--- src/rtl/fpr_wb_pkg.sv ---
// Shared types for the FP writeback arbiter: writeback packet, port count, data width.
// Latency: n/a (types and a combinational helper only).
// Backpressure: n/a.
package fpr_wb_pkg;

  localparam int FLEN       = 32;
  localparam int NUM_WPORTS = 2;

  typedef struct packed {
    logic            valid;
    logic [4:0]      addr;
    logic [FLEN-1:0] data;
  } fpr_wb_pkt_t;

  // Builds a writeback packet; f0 is hardwired so a write to it is squashed here.
  function automatic fpr_wb_pkt_t mk_pkt(input logic v, input logic [4:0] a,
                                         input logic [FLEN-1:0] d);
    fpr_wb_pkt_t p;
    p.valid = v && (a != 5'd0);
    p.addr  = a;
    p.data  = d;
    return p;
  endfunction

endpackage

--- src/rtl/fpr_wb_fifo.sv ---
// Load-return FIFO; exposes the two oldest entries so both write ports can drain it in one cycle.
// Latency: a push is visible at the head the cycle after it is written.
// Backpressure: full is registered; a push while full is accepted only if a pop happens the same cycle.
// Ports: push/push_dat in, pop_cnt (0..2 entries) in, head0/head1 valid+data out, full out.
module fpr_wb_fifo #(
  parameter int DEPTH = 4,
  parameter int PTR_W = 2,
  parameter int W     = 37
) (
  input  logic         clk,
  input  logic         rst_l,
  input  logic         push,
  input  logic [W-1:0] push_dat,
  input  logic [1:0]   pop_cnt,
  output logic         head0_vld,
  output logic [W-1:0] head0_dat,
  output logic         head1_vld,
  output logic [W-1:0] head1_dat,
  output logic         full
);

  logic [W-1:0]     mem [DEPTH];
  logic [PTR_W-1:0] rd_ptr;
  logic [PTR_W-1:0] wr_ptr;
  logic [PTR_W:0]   count;
  logic [PTR_W:0]   count_nx;
  logic             push_ok;

  assign head0_vld = (count != '0);
  assign head1_vld = (count > (PTR_W+1)'(1));
  assign head0_dat = mem[rd_ptr];
  assign head1_dat = mem[rd_ptr + PTR_W'(1)];

  // When full, the slot freed by a same-cycle pop is the one the write pointer targets.
  assign push_ok  = push && (!full || (pop_cnt != 2'd0));
  assign count_nx = count - (PTR_W+1)'(pop_cnt) + (PTR_W+1)'(push_ok);

  always_ff @(posedge clk or negedge rst_l) begin
    if (!rst_l) begin
      rd_ptr <= '0;
      wr_ptr <= '0;
      count  <= '0;
      full   <= 1'b0;
    end else begin
      rd_ptr <= rd_ptr + PTR_W'(pop_cnt);
      wr_ptr <= wr_ptr + PTR_W'(push_ok);
      count  <= count_nx;
      full   <= (count_nx == (PTR_W+1)'(DEPTH));
    end
  end

  // Storage is not reset; the pointers alone define what is valid.
  always_ff @(posedge clk) begin
    if (push_ok) mem[wr_ptr] <= push_dat;
  end

  a_no_push_when_full: assert property (@(posedge clk) disable iff (!rst_l)
    !(push && full && (pop_cnt == 2'd0)));

endmodule

--- src/rtl/dec_fpr_wb_arb.sv ---
// FP writeback arbiter: merges pipe i0/i1, queued load returns and fdiv/fsqrt into two FPR write ports.
// Latency: one cycle from grant to wen/waddr/wd (output flops); loads reach the regfile >= 2 cycles after arrival.
// Backpressure: div held via combinational div_ready; LSU throttled by registered ld_full.
// Ports: p0_*/p1_* pipe results, div_* divider handshake, ld_* load returns, iss_* long-latency issue,
//        wen*/waddr*/wd* regfile writes, fpr_busy pending-destination scoreboard.
// Option: FPR_WB_SCOREBOARD_EN enables fpr_busy; otherwise it is tied to zero and iss_* are ignored.
module dec_fpr_wb_arb
  import fpr_wb_pkg::*;
#(
  parameter int LDQ_DEPTH = 4,
  parameter int LDQ_PTR_W = 2
) (
  input  logic            clk,
  input  logic            rst_l,
  input  logic            p0_valid,
  input  logic [4:0]      p0_addr,
  input  logic [FLEN-1:0] p0_data,
  input  logic            p1_valid,
  input  logic [4:0]      p1_addr,
  input  logic [FLEN-1:0] p1_data,
  input  logic            div_valid,
  input  logic [4:0]      div_addr,
  input  logic [FLEN-1:0] div_data,
  output logic            div_ready,
  input  logic            ld_valid,
  input  logic [4:0]      ld_addr,
  input  logic [FLEN-1:0] ld_data,
  output logic            ld_full,
  output logic            wen0,
  output logic [4:0]      waddr0,
  output logic [FLEN-1:0] wd0,
  output logic            wen1,
  output logic [4:0]      waddr1,
  output logic [FLEN-1:0] wd1,
  output logic [31:1]     fpr_busy,
  input  logic            iss_valid,
  input  logic            iss_ld,
  input  logic [4:0]      iss_addr
);

  localparam int LDQ_W = 5 + FLEN;

  logic             h0_vld, h1_vld;
  logic [LDQ_W-1:0] h0_dat, h1_dat;
  logic [4:0]       h0_addr, h1_addr;
  logic [FLEN-1:0]  h0_data, h1_data;
  logic [1:0]       nfree, ld_n;
  logic             div_gnt;
  logic             p0_kill, h0_kill, h1_kill, div_kill;
  fpr_wb_pkt_t      p0_pkt, p1_pkt, h0_pkt, h1_pkt, div_pkt;
  fpr_wb_pkt_t      cand0, cand1, w0_nx, w1_nx;

  fpr_wb_fifo #(
    .DEPTH (LDQ_DEPTH),
    .PTR_W (LDQ_PTR_W),
    .W     (LDQ_W)
  ) u_ldq (
    .clk       (clk),
    .rst_l     (rst_l),
    .push      (ld_valid),
    .push_dat  ({ld_addr, ld_data}),
    .pop_cnt   (ld_n),
    .head0_vld (h0_vld),
    .head0_dat (h0_dat),
    .head1_vld (h1_vld),
    .head1_dat (h1_dat),
    .full      (ld_full)
  );

  assign {h0_addr, h0_data} = h0_dat;
  assign {h1_addr, h1_data} = h1_dat;

  always_comb begin
    // Pipes own their ports; whatever is left goes to queued loads first, then the divider.
    nfree = 2'(!p0_valid) + 2'(!p1_valid);
    ld_n  = 2'd0;
    if (h0_vld && (nfree != 2'd0)) ld_n = (h1_vld && (nfree == 2'd2)) ? 2'd2 : 2'd1;
    div_gnt = div_valid && (nfree > ld_n);

    // Same-address conflicts: the younger result survives, and pipe results beat queued ones.
    p0_kill  = p1_valid && (p1_addr == p0_addr);
    div_kill = (p0_valid && (p0_addr == div_addr)) || (p1_valid && (p1_addr == div_addr));
    h1_kill  = (p0_valid && (p0_addr == h1_addr)) || (p1_valid && (p1_addr == h1_addr)) ||
               (div_gnt && (div_addr == h1_addr));
    h0_kill  = (p0_valid && (p0_addr == h0_addr)) || (p1_valid && (p1_addr == h0_addr)) ||
               ((ld_n == 2'd2) && (h1_addr == h0_addr)) ||
               (div_gnt && (div_addr == h0_addr));

    p0_pkt  = mk_pkt(p0_valid && !p0_kill, p0_addr, p0_data);
    p1_pkt  = mk_pkt(p1_valid, p1_addr, p1_data);
    h0_pkt  = mk_pkt((ld_n != 2'd0) && !h0_kill, h0_addr, h0_data);
    h1_pkt  = mk_pkt((ld_n == 2'd2) && !h1_kill, h1_addr, h1_data);
    div_pkt = mk_pkt(div_gnt && !div_kill, div_addr, div_data);

    // cand0/cand1: first and second granted non-pipe results, in priority order.
    cand0 = (ld_n != 2'd0) ? h0_pkt : div_pkt;
    cand1 = '0;
    if (ld_n == 2'd2)      cand1 = h1_pkt;
    else if (ld_n == 2'd1) cand1 = div_pkt;

    w0_nx = p0_valid ? p0_pkt : cand0;
    w1_nx = p1_valid ? p1_pkt : (p0_valid ? cand0 : cand1);
  end

  assign div_ready = div_gnt;

  // Address/data flops only load on a real write, so idle ports do not toggle the wide data bus.
  always_ff @(posedge clk or negedge rst_l) begin
    if (!rst_l) begin
      wen0   <= 1'b0;
      waddr0 <= '0;
      wd0    <= '0;
      wen1   <= 1'b0;
      waddr1 <= '0;
      wd1    <= '0;
    end else begin
      wen0 <= w0_nx.valid;
      wen1 <= w1_nx.valid;
      if (w0_nx.valid) begin
        waddr0 <= w0_nx.addr;
        wd0    <= w0_nx.data;
      end
      if (w1_nx.valid) begin
        waddr1 <= w1_nx.addr;
        wd1    <= w1_nx.data;
      end
    end
  end

`ifdef FPR_WB_SCOREBOARD_EN
  logic [31:1] busy_nx;
  logic        unused_iss;

  assign unused_iss = iss_ld;

  // A granted long-latency result clears its bit whether it is written or squashed; a new issue
  // to the same register in that cycle re-arms it.
  always_comb begin
    busy_nx = fpr_busy;
    for (int i = 1; i < 32; i++) begin
      if (((ld_n != 2'd0) && (h0_addr == 5'(i))) ||
          ((ld_n == 2'd2) && (h1_addr == 5'(i))) ||
          (div_gnt && (div_addr == 5'(i))))
        busy_nx[i] = 1'b0;
      if (iss_valid && (iss_addr == 5'(i)))
        busy_nx[i] = 1'b1;
    end
  end

  always_ff @(posedge clk or negedge rst_l) begin
    if (!rst_l) fpr_busy <= '0;
    else        fpr_busy <= busy_nx;
  end
`else
  logic unused_iss;

  assign unused_iss = ^{iss_valid, iss_ld, iss_addr};
  assign fpr_busy   = '0;
`endif

endmodule

--- config.mk ---
export PLATFORM = sky130hd
export DESIGN_NAME = dec_fpr_wb_arb
export DESIGN_NICKNAME = d
export VERILOG_FILES = /design/src/rtl/fpr_wb_pkg.sv /design/src/rtl/fpr_wb_fifo.sv /design/src/rtl/dec_fpr_wb_arb.sv
export SDC_FILE = /design/constraint.sdc
export NUM_CORES = 1
export LEC_CHECK = 0
export CAP_MARGIN = 20
export CELL_PAD_IN_SITES_DETAIL_PLACEMENT = 0
export CELL_PAD_IN_SITES_GLOBAL_PLACEMENT = 2
export CORE_AREA = 10 10 169 234
export DETAILED_ROUTE_END_ITERATION = 6
export DIE_AREA = 0 0 179 244
export PLACE_DENSITY_LB_ADDON = 0.1
export SLEW_MARGIN = 10
export SYNTH_ARGS = -nofsm -noshare
export SYNTH_HDL_FRONTEND = slang
export SYNTH_SLANG_ARGS = --single-unit
--- constraint.sdc ---
create_clock -name clk -period 7.5 [get_ports clk]
set_input_delay 1.125 -clock clk [delete_from_list [all_inputs] [get_ports clk]]
set_output_delay 1.125 -clock clk [all_outputs]
set_load 0.1 [all_outputs]
# Word-level counts from Yosys, hierarchy flattened
# Memories as Yosys holds them, arrays and structs flattened.
# Index checks and enable logic that the tools add are counted.
# classes
muxes	10
magnitude_cmp	2
n_reduce_logical	45
n_eq_ne	14
add_sub_neg	6
# ops
operator	n
two-way mux 38 bit	6
equality test 5 bit	10
nonzero test 5 bit	5
logical AND 1 bit	23
zero test 1 bit	7
logical OR 1 bit	7
equality test 2 bit, second input constant	2
two-way mux 2 bit	2
nonzero test 2 bit	2
adder 3 x 1 -> 3 bit	1
equality test 3 bit, second input constant	1
greater-than comparator 3 x 1 -> 1 bit, second input constant	1
nonzero test 3 bit	1
subtractor 3 x 2 -> 3 bit	1
adder 1 x 1 -> 2 bit	1
adder 2 x 1 -> 2 bit	1
adder 2 x 1 -> 2 bit, second input constant	1
adder 2 bit	1
equality test 2 x 1 -> 1 bit, second input constant	1
greater-than comparator 2 bit	1
two-way mux 1 bit	2
# word_totals
output_inout_bits	109
elab_cells	88
in_bits	161
mem_bits_rw	148
n_memories	1
regBits	84
# memory_table
memory	words	width	read_ports	rd_ports_with_merged_regs	wr	line	text
u_ldq.mem	4	37	2	0	1	fpr_wb_fifo.sv:22	logic [W-1:0] mem [DEPTH];

# Depth between registers and ports, before layout
# Gate-level depths: netlist of the first run.
# depth
ltp_word	16
mapped_depth	17
ltp_nobuf	13

# By module
# A second synthesis of the first run with hierarchy kept.
# unflattened
hier_cells	844
hier_area_um2	12353.1
# by_module_without_submodules
mod	seq_area_each_um2	cells_per_inst	instances	area_each_um2
fpr_wb_fifo	4644.5	272	1	6670.1
dec_fpr_wb_arb	1901.8	572	1	5683.0

# Least setup slack after synthesis of the first run
# No wires, ideal clock.
# synth_timing
kind	in2reg
from	in p0_valid
to	mem u_ldq.mem[0][0] (enable)
cell_stages	4
path_slack_ps	2510
setup_ps	485
path_buffers	0
t_required_ps	7015
arrival_time_ps	4505
path_cell_list	ha_1 o21ai_0 and2_0 nor3b_1
# synth_between
elab_chain_len	11
elab_cells_between_ends	13
classes_between	1 x add/sub; 1 x eq/ne; 4 x mux; 7 x reduce/logical
# synth_rtl
item	line	text
start: declaration	dec_fpr_wb_arb.sv:15	input logic p0_valid,
zero test 1 bit *	dec_fpr_wb_arb.sv:75	nfree = 2'(!p0_valid) + 2'(!p1_valid);
adder 1 x 1 -> 2 bit *	dec_fpr_wb_arb.sv:75	
equality test 2 bit	dec_fpr_wb_arb.sv:77	if (h0_vld && (nfree != 2'd0)) ld_n = (h1_vld && (nfree == 2'd2)) ? 2'd2 : 2'd1;
logical AND 1 bit	dec_fpr_wb_arb.sv:77	
two-way mux 2 bit	dec_fpr_wb_arb.sv:77	
two-way mux 2 bit *	dec_fpr_wb_arb.sv:77	
nonzero test 2 bit *	fpr_wb_fifo.sv:35	assign push_ok = push && (!full || (pop_cnt != 2'd0));
logical OR 1 bit *	fpr_wb_fifo.sv:35	
logical AND 1 bit *	fpr_wb_fifo.sv:35	
two-way mux 1 bit *	fpr_wb_fifo.sv:54	if (push_ok) mem[wr_ptr] <= push_dat;
two-way mux 1 bit (not written as such) *	fpr_wb_fifo.sv:54	
end: declaration	fpr_wb_fifo.sv:22	
# Mark *: on every way between the ends. The rest lies on a longest branch, timed or not.

# Final worst setup path of the first run
# layout_timing
from	in p1_valid
to	out div_ready
# layout_between
elab_chain_len	8
elab_cells_between_ends	10
classes_between	1 x add/sub; 1 x order compare; 1 x eq/ne; 2 x mux; 5 x reduce/logical
# layout_rtl
item	line	text
start: declaration	dec_fpr_wb_arb.sv:18	input logic p1_valid,
zero test 1 bit *	dec_fpr_wb_arb.sv:75	
adder 1 x 1 -> 2 bit *	dec_fpr_wb_arb.sv:75	
equality test 2 bit	dec_fpr_wb_arb.sv:77	
logical AND 1 bit	dec_fpr_wb_arb.sv:77	
two-way mux 2 bit (2 in series)	dec_fpr_wb_arb.sv:77	
greater-than comparator 2 bit *	dec_fpr_wb_arb.sv:78	div_gnt = div_valid && (nfree > ld_n);
logical AND 1 bit *	dec_fpr_wb_arb.sv:78	
end: declaration	dec_fpr_wb_arb.sv:24	output logic div_ready,
# Marks and branches as above.

==> results.md, run 1 <==
- Post-synth top area cell: edfxtp_1
- Fin crit period: 5.15 ns
- First-pass GRT wire length: 65100 um
- WP buf/inv: 5
- Worst hold-check path type: in -> async
- Gate Count Post-Synth: 1029
- CP peak stage delay: 1.06 ns
- Final nets: 1385
- FMAX: 0.194 GHz
- Final setup viols: 0
- Syn Area/Cell: 12.9 um^2
- Hold Fails Final Rpt: 0
- Compound-gate portion of the synthesized area: 0.108
- Vias: 9385
- Initial antenna violation count: 3
- Largest net degree at the start of global routing: 83
- Layout cells sized above 1: 0.211
- Clock transition at path regs: 0.06 ns
- Clock Skew: 0.00901 ns
- Power per cell area: 409 mW/mm^2
- Worst path cell trace: clkdlybuf4s50_1 -> inv_1 -> ha_1 -> o21ai_0 -> nor2_4 -> inv_1 -> ha_1 -> nor2b_1 -> o211ai_1 -> inv_1 -> buf_4
- Largest cells by area after synthesis: edfxtp_1 34%, dfrtp_1 16%, mux4_2 13%, mux2_2 6.3%, nor2_1 4.0%
- List of most frequent post-synthesis cells: 148 x edfxtp_1, 140 x nor2_1, 84 x dfrtp_1
- Adder-Cell Fraction of Synth Area: 0.0100
- CP max-delay cell: clkdlybuf4s50_1
- VDD IR max: 207 uV
- Post-synth EDFFs: 148
- Die area: 0.0437 mm^2
- Clk Latency, worst-skew pair: 0.53 ns
- PortBufs: 231
- Final ANT Viol Nets: 0
- Mux share of post-synthesis cell area: 0.228
- Post-DP Area: 0.0158 mm^2
- Unrepaired setup endpoints after global routing: no
- Final GP Congestion: 0.813
- Core area: 0.0354 mm^2
- Die Ht: 244 um
- Critical Path End Type: output pin
- Die X: 179 um
- H-tree depth: 1
- Leak: 0.00588 uW
- Fin area: 0.0166 mm^2
- Pre-Repair DR Iteration Count: 5
- Seq/Total Area, Yosys: 0.494
- P&R area growth vs syn: 25.2%
- Post-synthesis async set-or-reset flop share: 0.362
- HPWL after detailed placement: 29400 um
- Worst r2r src: u_ldq.rd_ptr[1]
- Simple-Gate Fraction of Synth Area: 0.0717
- Crit. path cell count: 11
- Worst hold slack: 0.548 ns
- Post-synth cell types: 46
- Worst slew pin tran: 1.10 ns
- Vias in the first global route: 10100
- TritonCTS clock tree: done
- Avg WL per Cell: 25.9 um
- Total GRT Usage: 0.198
- Maximum fanout along the worst path: 19
- Setup Buffers After CTS: 0
- Slew Limit Fails: 0
- Xor and xnor area share after synthesis: 0.0331
- Largest family of logic cells by synthesized area: multiplexers
- Most frequent cell on the critical path: inv_1
- Outcome: completed
- Root Driver: clkbuf_16
- Post-CTS resize count: 0
- Routed wire length: 43900 um
- R2R setup slack: 3.51 ns
- Clk buf depth: 3
- Initial DRC count: 524
- Hold Buf Count CTS: 0
- Starting Density: 0.374
- Clock sink count: 232
- Arr. time, crit path: 4.02 ns
- Max_slew headroom: 0.267
- Util after Layout: 0.468
- I/O Pins: 270
- YS warnings: 0
- Max_cap viols: 0
- Rows: 82
- Worst R2R Path Depth: 8
- Routed vias/inst: 5.53
- Overflow after GRT: 0
- Mapped Area: 0.0132 mm^2
- Critical path class: in -> out
- Critical path required time: 6.38 ns
- Setup_tns: 0 ns
- Top cell family by delay on the critical path: buffers and inverters
- DRC violations left: 0
- Most common cell in the synthesized netlist: edfxtp_1
- Final period utilization: 0.686
- CTS Buf Count: 24
- Element type at the critical path start: primary input
- FF+latch count, synth: 232
- FF-to-FF End: wd1[15]
- Synth Flop Type: edfxtp_1
- Share of the synthesized area in the top cell type: 0.336
-- sequential cells by signal, indices dropped and copies added (netlist names) --
| register | flops |
|---|---|
| u_ldq.rd_ptr | 2 |
| u_ldq.mem | 148 |
| u_ldq.full | 1 |
| wen0 | 1 |
| u_ldq.count | 3 |
| wd0 | 32 |
| waddr1 | 5 |
| waddr0 | 5 |
| wd1 | 32 |
| u_ldq.wr_ptr | 2 |
| wen1 | 1 |
-- metal layers --
| metal | part of all wire | wire length (um) | vias to the layer above | global-route usage |
|---|---|---|---|---|
| met1 | 0.37 | 16300 | 4815 | 0.222 |
| li1 | - | - | 4251 | - |
| met5 | 0.00030 | 13 | - | 0 |
| met2 | 0.55 | 24000 | 275 | 0.363 |
| met3 | 0.058 | 2530 | 42 | 0.0410 |
| met4 | 0.022 | 982 | 2 | 0.0612 |
-- per-stage QoR --
stage          total power, uW  setup slack, ns  cells
2_1_floorplan             4750             2.51   1059
3_3_place_gp              5690             1.96   1649
3_5_place_dp              5720             1.98   1649
4_1_cts                   6870             2.34   1693
5_1_grt                   7130             2.14   1696
6_report                  6780             2.35   1697
-- layout by cell type (no fill, tap or decap), types with 5 or more instances in the layout --
cell type        count
clkdlybuf4s50_1    228
edfxtp_1           148
nor2_1             136
dfrtp_1             82
mux4_2              75
mux2_2              74
nand2_1             57
mux2i_1             50
o21ai_1             38
a221oi_1            37
xor2_1              35
a211oi_1            33
a211oi_2            32
conb_1              31
clkbuf_16           25
buf_4               20
xnor2_1             15
inv_1                9
nor4_1               9
ha_1                 9
nand3_1              8
clkinv_2             7
o211ai_1             6
o31ai_1              5
o221a_2              5
-- worst max path at each step --
stage	slack [ns]	endpoint	start
final	2.35	div_ready	p1_valid
after global routing	2.14	div_ready	p1_valid
after CTS	2.34	div_ready	p1_valid
after detailed placement	1.98	wd1[25]	p1_valid
after global placement	1.96	wd1[25]	p1_valid
after floorplan	2.51	u_ldq.mem[0][0]	p0_valid
-- report_power, final --
| group | internal [uW] | switching (uW) | leakage (uW) |
|---|---|---|---|
| Clock | 630 | 499 | 0.000367 |
| Combinational | 1300 | 2390 | 0.00318 |
| Sequential | 1710 | 256 | 0.00234 |
| Total | 3640 | 3140 | 0.00588 |
-- cell type report --
cell class                 instances  area (um^2)
clock inverter                    13         68.8
sequential                       232         6550
fill                            3281        18800
clock buffer                      31          668
inverter                          10         37.5
tap                              462          578
multi-input combinational        696         6190
timing repair buffer             250         2470
antenna                            3         7.51
-- kinds of logic (layout without fill, tap and decap cells) --
group / after synthesis / in the layout
adder cells (fa/ha/maj): 10 / 10
AO/OA/AOI/OAI: 174 / 174
XOR/XNOR: 50 / 50
flip-flops: 232 / 232
other: 1 / 34
multiplexers: 199 / 199
buffers and inverters: 131 / 304
AND/OR/NAND/NOR: 232 / 232
(Power assumes the default switching activity.)
==> run 2, diff against run 1 <==
--- a/config.mk
+++ b/config.mk
@@ -8,9 +8,9 @@
 export CAP_MARGIN = 20
 export CELL_PAD_IN_SITES_DETAIL_PLACEMENT = 0
 export CELL_PAD_IN_SITES_GLOBAL_PLACEMENT = 2
-export CORE_AREA = 10 10 169 234
+export CORE_AREA = 10 10 183 254
 export DETAILED_ROUTE_END_ITERATION = 6
-export DIE_AREA = 0 0 179 244
+export DIE_AREA = 0 0 193 264
 export PLACE_DENSITY_LB_ADDON = 0.1
 export SLEW_MARGIN = 10
 export SYNTH_ARGS = -nofsm -noshare
==> constraint.sdc (replaced) <==
create_clock -name clk -period 4.1 [get_ports clk]
set_input_delay 0.615 -clock clk [delete_from_list [all_inputs] [get_ports clk]]
set_output_delay 0.615 -clock clk [all_outputs]
set_load 0.1 [all_outputs]
==> run 2 against run 1 <==
Effect of this change: setup slack worse by 1.9 ns; cell count increased by 7.2%; global-route usage fell by 1.6 points; via count increased by 0.61%; wire length is 7.4% higher.
==> results.md, run 2 (same netlist as run 1, synthesis figures left out) <==
- Critical path required time: 4.51 ns (was 6.38 ns)
- Power per cell area: 746 mW/mm^2 (was 409 mW/mm^2)
- GR Util met3: 0.0324 (was 0.0410)
- Largest net degree at the start of global routing: 72 (was 83)
- FMAX: 0.271 GHz
- Max_slew headroom: 0.267 (about the same)
- Unrepaired setup endpoints after global routing: no (unchanged)
- Clk Latency, worst-skew pair: 0.56 ns (was 0.53 ns)
- CTS Buf Count: 27 (was 24)
- Rows: 89 (was 82)
- Clk buf depth: 3 (unchanged)
- Initial DRC count: 507 (was 524)
- Avg WL per Cell: 25.9 um (about the same)
- Overflow after GRT: 0 (unchanged)
- Diode count: 0 (was 3)
- Final GP Congestion: 0.777 (was 0.813)
- TritonCTS clock tree: done (unchanged)
- Final nets: 1423 (was 1385)
- Final ANT Viol Nets: 0 (unchanged)
- VDD IR max: 372 uV (was 207 uV)
- Hold Fails Final Rpt: 0 (unchanged)
- Starting Density: 0.317 (was 0.374)
- Worst hold slack: 0.159 ns (was 0.548 ns)
- Slew Limit Fails: 0 (unchanged)
- Clock transition at path regs: 0.06 ns (about the same)
- I/O Pins: 270 (unchanged)
- Biggest register: u_ldq.mem (unchanged)
- Layout cells sized above 1: 0.233 (was 0.211)
- DRC violations left: 0 (unchanged)
- Max_cap viols: 0 (unchanged)
- Die X: 193 um (was 179 um)
- Initial antenna violation count: 4 (was 3)
- PortBufs: 231 (unchanged)
- Setup_tns: 0 ns (unchanged)
- Routed wire length: 47200 um (was 43900 um)
- First-pass GRT wire length: 69400 um (was 65100 um)
- H-tree depth: 1 (unchanged)
- Top flop regs: u_ldq.mem: 148 flops, wd0: 32 flops, wd1: 32 flops (unchanged)
- Power, Total: 12800 uW (was 6780 uW)
- Maximum fanout along the worst path: 35 (was 19)
- Worst r2r src: u_ldq.rd_ptr[1] (unchanged)
- Commonest non-fill, non-tap cell in the layout: clkdlybuf4s50_1 (unchanged)
- Routed vias/inst: 5.19 (was 5.53)
- Die Ht: 264 um (was 244 um)
- Leak: 0.00612 uW (was 0.00588 uW)
- Final setup viols: 0 (unchanged)
- HPWL after detailed placement: 33000 um (was 29400 um)
- Total GRT Usage: 0.182 (was 0.198)
- Final period utilization: 0.899
- Hold Buf Count CTS: 0 (unchanged)
- Critical Path End Type: flop (was output pin)
- Root Driver: clkbuf_16 (unchanged)
- Vias: 9442 (was 9385)
- Met2 Use GR: 0.345 (was 0.363)
- Worst slew pin tran: 1.10 ns (about the same)
- Fin crit period: 3.69 ns
- Setup Buffers After CTS: 0 (unchanged)
- Max FFs per register: 148 (unchanged)
- P&R area growth vs syn: 29.4% (was 25.2%)
- Clock sink count: 232 (unchanged)
- Outcome: completed (unchanged)
- Post-CTS resize count: 0 (unchanged)
- Element type at the critical path start: primary input (unchanged)
- Most frequent cells in the layout: 228 x clkdlybuf4s50_1, 148 x edfxtp_1, 136 x nor2_1 (unchanged)
- Vias in the first global route: 10300 (was 10100)
- Die area: 0.0510 mm^2 (was 0.0437 mm^2)
- Arr. time, crit path: 4.09 ns (was 4.02 ns)
- Pre-Repair DR Iteration Count: 5 (unchanged)
- CP startpoint: p1_valid (unchanged)
- Worst hold-check path type: in -> async (unchanged)
- Critical path class: in -> reg (was in -> out)
- GR Layer Usage met1: 0.200 (was 0.222)
- Core area: 0.0418 mm^2 (was 0.0354 mm^2)
- Worst R2R Path Depth: 8 (unchanged)
- Clock Skew: 0.0212 ns (was 0.00901 ns)
- GRT Max-Usage Layer: met2 (unchanged)
run 2: routing by layer:
layer  vias to the layer above  part of all wire
met5                         -           0.00085
met4                         8             0.022
met3                        56             0.044
met2                       228              0.56
met1                      4845              0.37
li1                       4305                 -
run 2: path summary, 6_finish.rpt:
path | endpoint | slack (ns)
setup reg to reg | wd1[17] | 0.58
max in group asynchronous | wd1[2] | 3.08
setup / recovery | wd1[17] | 0.41
hold / removal | wd0[1] | 0.16
min in group clk | wd0[9] | 0.58
hold reg to reg | wd0[9] | 0.58
run 2: final cells by class:
| type | count | area (um^2) |
|---|---|---|
| inverters | 10 | 41.3 |
| repair buffers | 285 | 2840 |
| multi-input cells | 696 | 6200 |
| clock buffers | 45 | 783 |
| flip-flops and latches | 232 | 6550 |
| clock inverters | 5 | 32.5 |
| fillers | 3985 | 24600 |
| well taps | 546 | 683 |
run 2: worst max-delay path, cell delays in order:
cell and delay, ns:
clkdlybuf4s50_1 0.45, inv_1 0.10, ha_1 0.19, o21ai_0 0.18, nor2_4 0.12, inv_1 0.06, ha_1 0.28, nor2b_1 0.12
o211ai_1 0.17, a311oi_1 0.56, and2_1 0.28, a41oi_4 0.07, buf_12 0.23, a211oi_1 0.53, a211oi_2 0.09
run 2: where the power goes:
group / switching (uW) / internal [uW]
clock: 955 / 1290
sequential: 465 / 3120
combinational: 4440 / 2510
run 2: stage by stage:
step	instance area, um^2	util	setup WS [ns]	instances
2_1_floorplan	13400	-	0.0224	1059
3_3_place_gp	16300	0.391	-0.0829	1769
3_5_place_dp	16300	0.391	-0.132	1769
4_1_cts	17100	0.410	0.432	1819
5_1_grt	17100	0.410	0.249	1819
6_report	17100	0.410	0.413	1819
==> run 3, diff against run 2 <==
--- a/config.mk
+++ b/config.mk
@@ -9,10 +9,12 @@
 export CELL_PAD_IN_SITES_DETAIL_PLACEMENT = 0
 export CELL_PAD_IN_SITES_GLOBAL_PLACEMENT = 2
 export CORE_AREA = 10 10 183 254
+export CTS_CLUSTER_DIAMETER = 200
 export DETAILED_ROUTE_END_ITERATION = 6
 export DIE_AREA = 0 0 193 264
+export GPL_TIMING_DRIVEN = 0
 export PLACE_DENSITY_LB_ADDON = 0.1
-export SLEW_MARGIN = 10
+export SLEW_MARGIN = 20
 export SYNTH_ARGS = -nofsm -noshare
 export SYNTH_HDL_FRONTEND = slang
 export SYNTH_SLANG_ARGS = --single-unit
==> run 3 against run 2 <==
Effect of this change: utilization grew 1.3 points; total power is 4.7% higher; fmax is 7.0% lower; global-route usage grew 1.2 points; clock-buffer cell count shrank 15; clock power increased by 9.8%; register-to-register slack worse by 0.13 ns; wire length grew 7.1%; die area unchanged; sequential share of layout area down 1.3 points; critical path depth rose by 2; worst hold slack better by 0.35 ns.
==> results.md, run 3 (same netlist as run 1, synthesis figures left out) <==
- CP startpoint: p1_valid (unchanged)
- PortBufs: 221 (was 231)
- Worst R2R Path Depth: 10 (was 8)
- Worst hold-check path type: reg -> reg (was in -> async)
- Worst Setup EP: wd1[6] (was wd1[17])
- Vias: 9922 (was 9442)
- Unrepaired setup endpoints after global routing: no (unchanged)
- Critical path class: in -> reg (unchanged)
- Util after Layout: 0.424 (was 0.410)
- R2R setup slack: 0.45 ns (was 0.58 ns)
- Hold Fails Final Rpt: 0 (unchanged)
- Root Driver: clkbuf_16 (unchanged)
- Fin crit period: 3.96 ns (was 3.69 ns)
- Core area: 0.0418 mm^2 (unchanged)
- Worst path cell trace: clkdlybuf4s50_1 -> clkbuf_4 -> inv_1 -> ha_1 -> o21ai_0 -> and2_1 -> clkbuf_8 -> ha_1 -> nand2_1 -> o211ai_1 -> buf_4 -> a311oi_4 -> a21oi_1 -> a2bb2oi_4 -> clkbuf_4 -> a211oi_2 -> a211oi_2 (was clkdlybuf4s50_1 -> inv_1 -> ha_1 -> o21ai_0 -> nor2_4 -> inv_1 -> ha_1 -> nor2b_1 -> o211ai_1 -> a311oi_1 -> and2_1 -> a41oi_4 -> buf_12 -> a211oi_1 -> a211oi_2)
- Clk buf depth: 3 (unchanged)
- Outcome: completed (unchanged)
- Final setup viols: 0 (unchanged)
- Fin area: 0.0177 mm^2 (was 0.0171 mm^2)
- Vias in the first global route: 10700 (was 10300)
- Routed wire length: 50500 um (was 47200 um)
- Final ANT Viol Nets: 0 (unchanged)
- Routed vias/inst: 5.24 (was 5.19)
- Die X: 193 um (unchanged)
- I/O Pins: 270 (unchanged)
- Critical path required time: 4.52 ns (was 4.51 ns)
- Worst hold slack: 0.508 ns (was 0.159 ns)
- Max FFs per register: 148 (unchanged)
- Power, Total: 13400 uW (was 12800 uW)
- Slew Limit Fails: 0 (unchanged)
- Final nets: 1494 (was 1423)
- First-pass GRT wire length: 72800 um (was 69400 um)
- Rows: 89 (unchanged)
- VDD IR max: 360 uV (was 372 uV)
- Pre-Repair DR Iteration Count: 5 (unchanged)
- DRC violations left: 0 (unchanged)
- Final GP Congestion: 0.854 (was 0.777)
- Final period utilization: 0.967 (was 0.899)
- FMAX: 0.252 GHz (was 0.271 GHz)
- Hold path cells: 1
- CP max-delay cell: clkdlybuf4s50_1 (was a311oi_1)
- Leak: 0.00635 uW (was 0.00612 uW)
- Total GRT Usage: 0.194 (was 0.182)
- Element type at the critical path start: primary input (unchanged)
- FF-to-FF End: wd1[23] (was wd1[17])
- Initial antenna violation count: 6 (was 4)
- Arr. time, crit path: 4.38 ns (was 4.09 ns)
- Initial DRC count: 677 (was 507)
- Fill count: 3951 (was 3985)
- Power per cell area: 756 mW/mm^2 (was 746 mW/mm^2)
- Avg WL per Cell: 26.7 um (was 25.9 um)
- CTS Buf Count: 27 (unchanged)
- Most frequent cells in the layout: 218 x clkdlybuf4s50_1, 148 x edfxtp_1, 138 x nor2_1 (was 228 x clkdlybuf4s50_1, 148 x edfxtp_1, 136 x nor2_1)
- Clock Skew: 0.0172 ns (was 0.0212 ns)
- Clk Latency, worst-skew pair: 0.54 ns (was 0.56 ns)
- Die Ht: 264 um (unchanged)
- Starting Density: 0.317 (unchanged)
- Largest net degree at the start of global routing: 64 (was 72)
- Worst r2r src: u_ldq.rd_ptr[0] (was u_ldq.rd_ptr[1])
- Max_slew headroom: 0.260 (was 0.267)
- Biggest register: u_ldq.mem (unchanged)
- TritonCTS clock tree: done (unchanged)
- Die area: 0.0510 mm^2 (unchanged)
- Final Worst Setup Slack: 0.136 ns (was 0.413 ns)
- Layout cells sized above 1: 0.260 (was 0.233)
- Critical Path End Type: flop (unchanged)
- Clock sink count: 232 (unchanged)
- P&R area growth vs syn: 33.7% (was 29.4%)
- Overflow after GRT: 0 (unchanged)
- HPWL after detailed placement: 38700 um (was 33000 um)
- Maximum fanout along the worst path: 12 (was 35)
- Top flop regs: u_ldq.mem: 148 flops, wd0: 32 flops, wd1: 32 flops (unchanged)
- Commonest non-fill, non-tap cell in the layout: clkdlybuf4s50_1 (unchanged)
- Post-DP Area: 0.0165 mm^2 (was 0.0163 mm^2)
- CP peak stage delay: 0.49 ns (was 0.56 ns)
- Worst slew pin tran: 1.11 ns (was 1.10 ns)
- Max_cap viols: 0 (unchanged)
- Setup WS pre-CTS: -1.88 ns (was -0.132 ns)
- Clock transition at path regs: 0.06 ns (about the same)
- H-tree depth: 1 (unchanged)
## run 3: cell count changes in the layout (fill, tap and decap cells not counted), sizes merged
cell / change
clkbuf: +43
buf: +22
clkdlybuf4s50: -10
clkinv: +7
bufinv: +4
diode: +4
clkinvlp: +2
dlygate4sd3: +1
inv: +1
## run 3: cell type report
type | instances | area (um^2) | area share
diodes | 4 | 10.0 | 0.000566
multi-input cells | 696 | 6340 | 0.358
inverters | 10 | 41.3 | 0.00233
clock inverters | 19 | 210 | 0.0119
clock buffers | 30 | 697 | 0.0394
flip-flops and latches | 232 | 6550 | 0.370
well taps | 546 | 683 | 0.0386
repair buffers | 235 | 2450 | 0.138
plain buffers | 121 | 717 | 0.0405
## run 3: how the worst min path moves through the flow
stage | from | endpoint | slack (ns)
after global routing | u_ldq.rd_ptr[0] | u_ldq.rd_ptr[0] | 0.52
after global placement | u_ldq.rd_ptr[0] | u_ldq.rd_ptr[0] | 0.49
after floorplan | rst_l | u_ldq.count[0] | 0.32
after detailed placement | rst_l | u_ldq.count[0] | 0.50
final | u_ldq.rd_ptr[0] | u_ldq.rd_ptr[0] | 0.51
after CTS | rst_l | u_ldq.wr_ptr[1] | 0.52
## run 3: timing repair
| item | 4_1_cts | 5_1_grt |
|---|---|---|
| endpoints found under the setup margin | 78 | 73 |
| pin swaps | 2 | 2 |
| hold buffers | 1 | 0 |
| buffers inserted | 2 | 1 |
| endpoints found under the hold margin | 21 | 0 |
| gates resized for setup | 34 | 31 |
## run 3: worst max-delay path, delay by kind of cell
family,cells,cell delay (ns)
and+or+nand+nor,2,0.34
AOI/OAI and AO/OA,7,1.45
buffers and inverters,6,1.50
adders and majority gates,2,0.46
## run 3: metrics by stage
step,TNS [ns],instances
detailed placement,-120.23,1836
global route,0,1893
global placement,-477.24,1826
CTS,-0.0250,1888
finish,0,1893
floorplan,0,1059
## run 3: layer usage
layer	global-route usage	up-vias	wire length, um
met4	0.0617	4	1020
met3	0.0352	59	2810
met2	0.369	329	28200
met5	0	-	31
li1	-	4466	-
met1	0.208	5064	18500
## run 3: report_power, final
part / total (uW) / internal, uW / switching [uW]
Sequential: 3470 / 3110 / 356
Clock: 2470 / 1480 / 990
Combinational: 7440 / 2630 / 4810
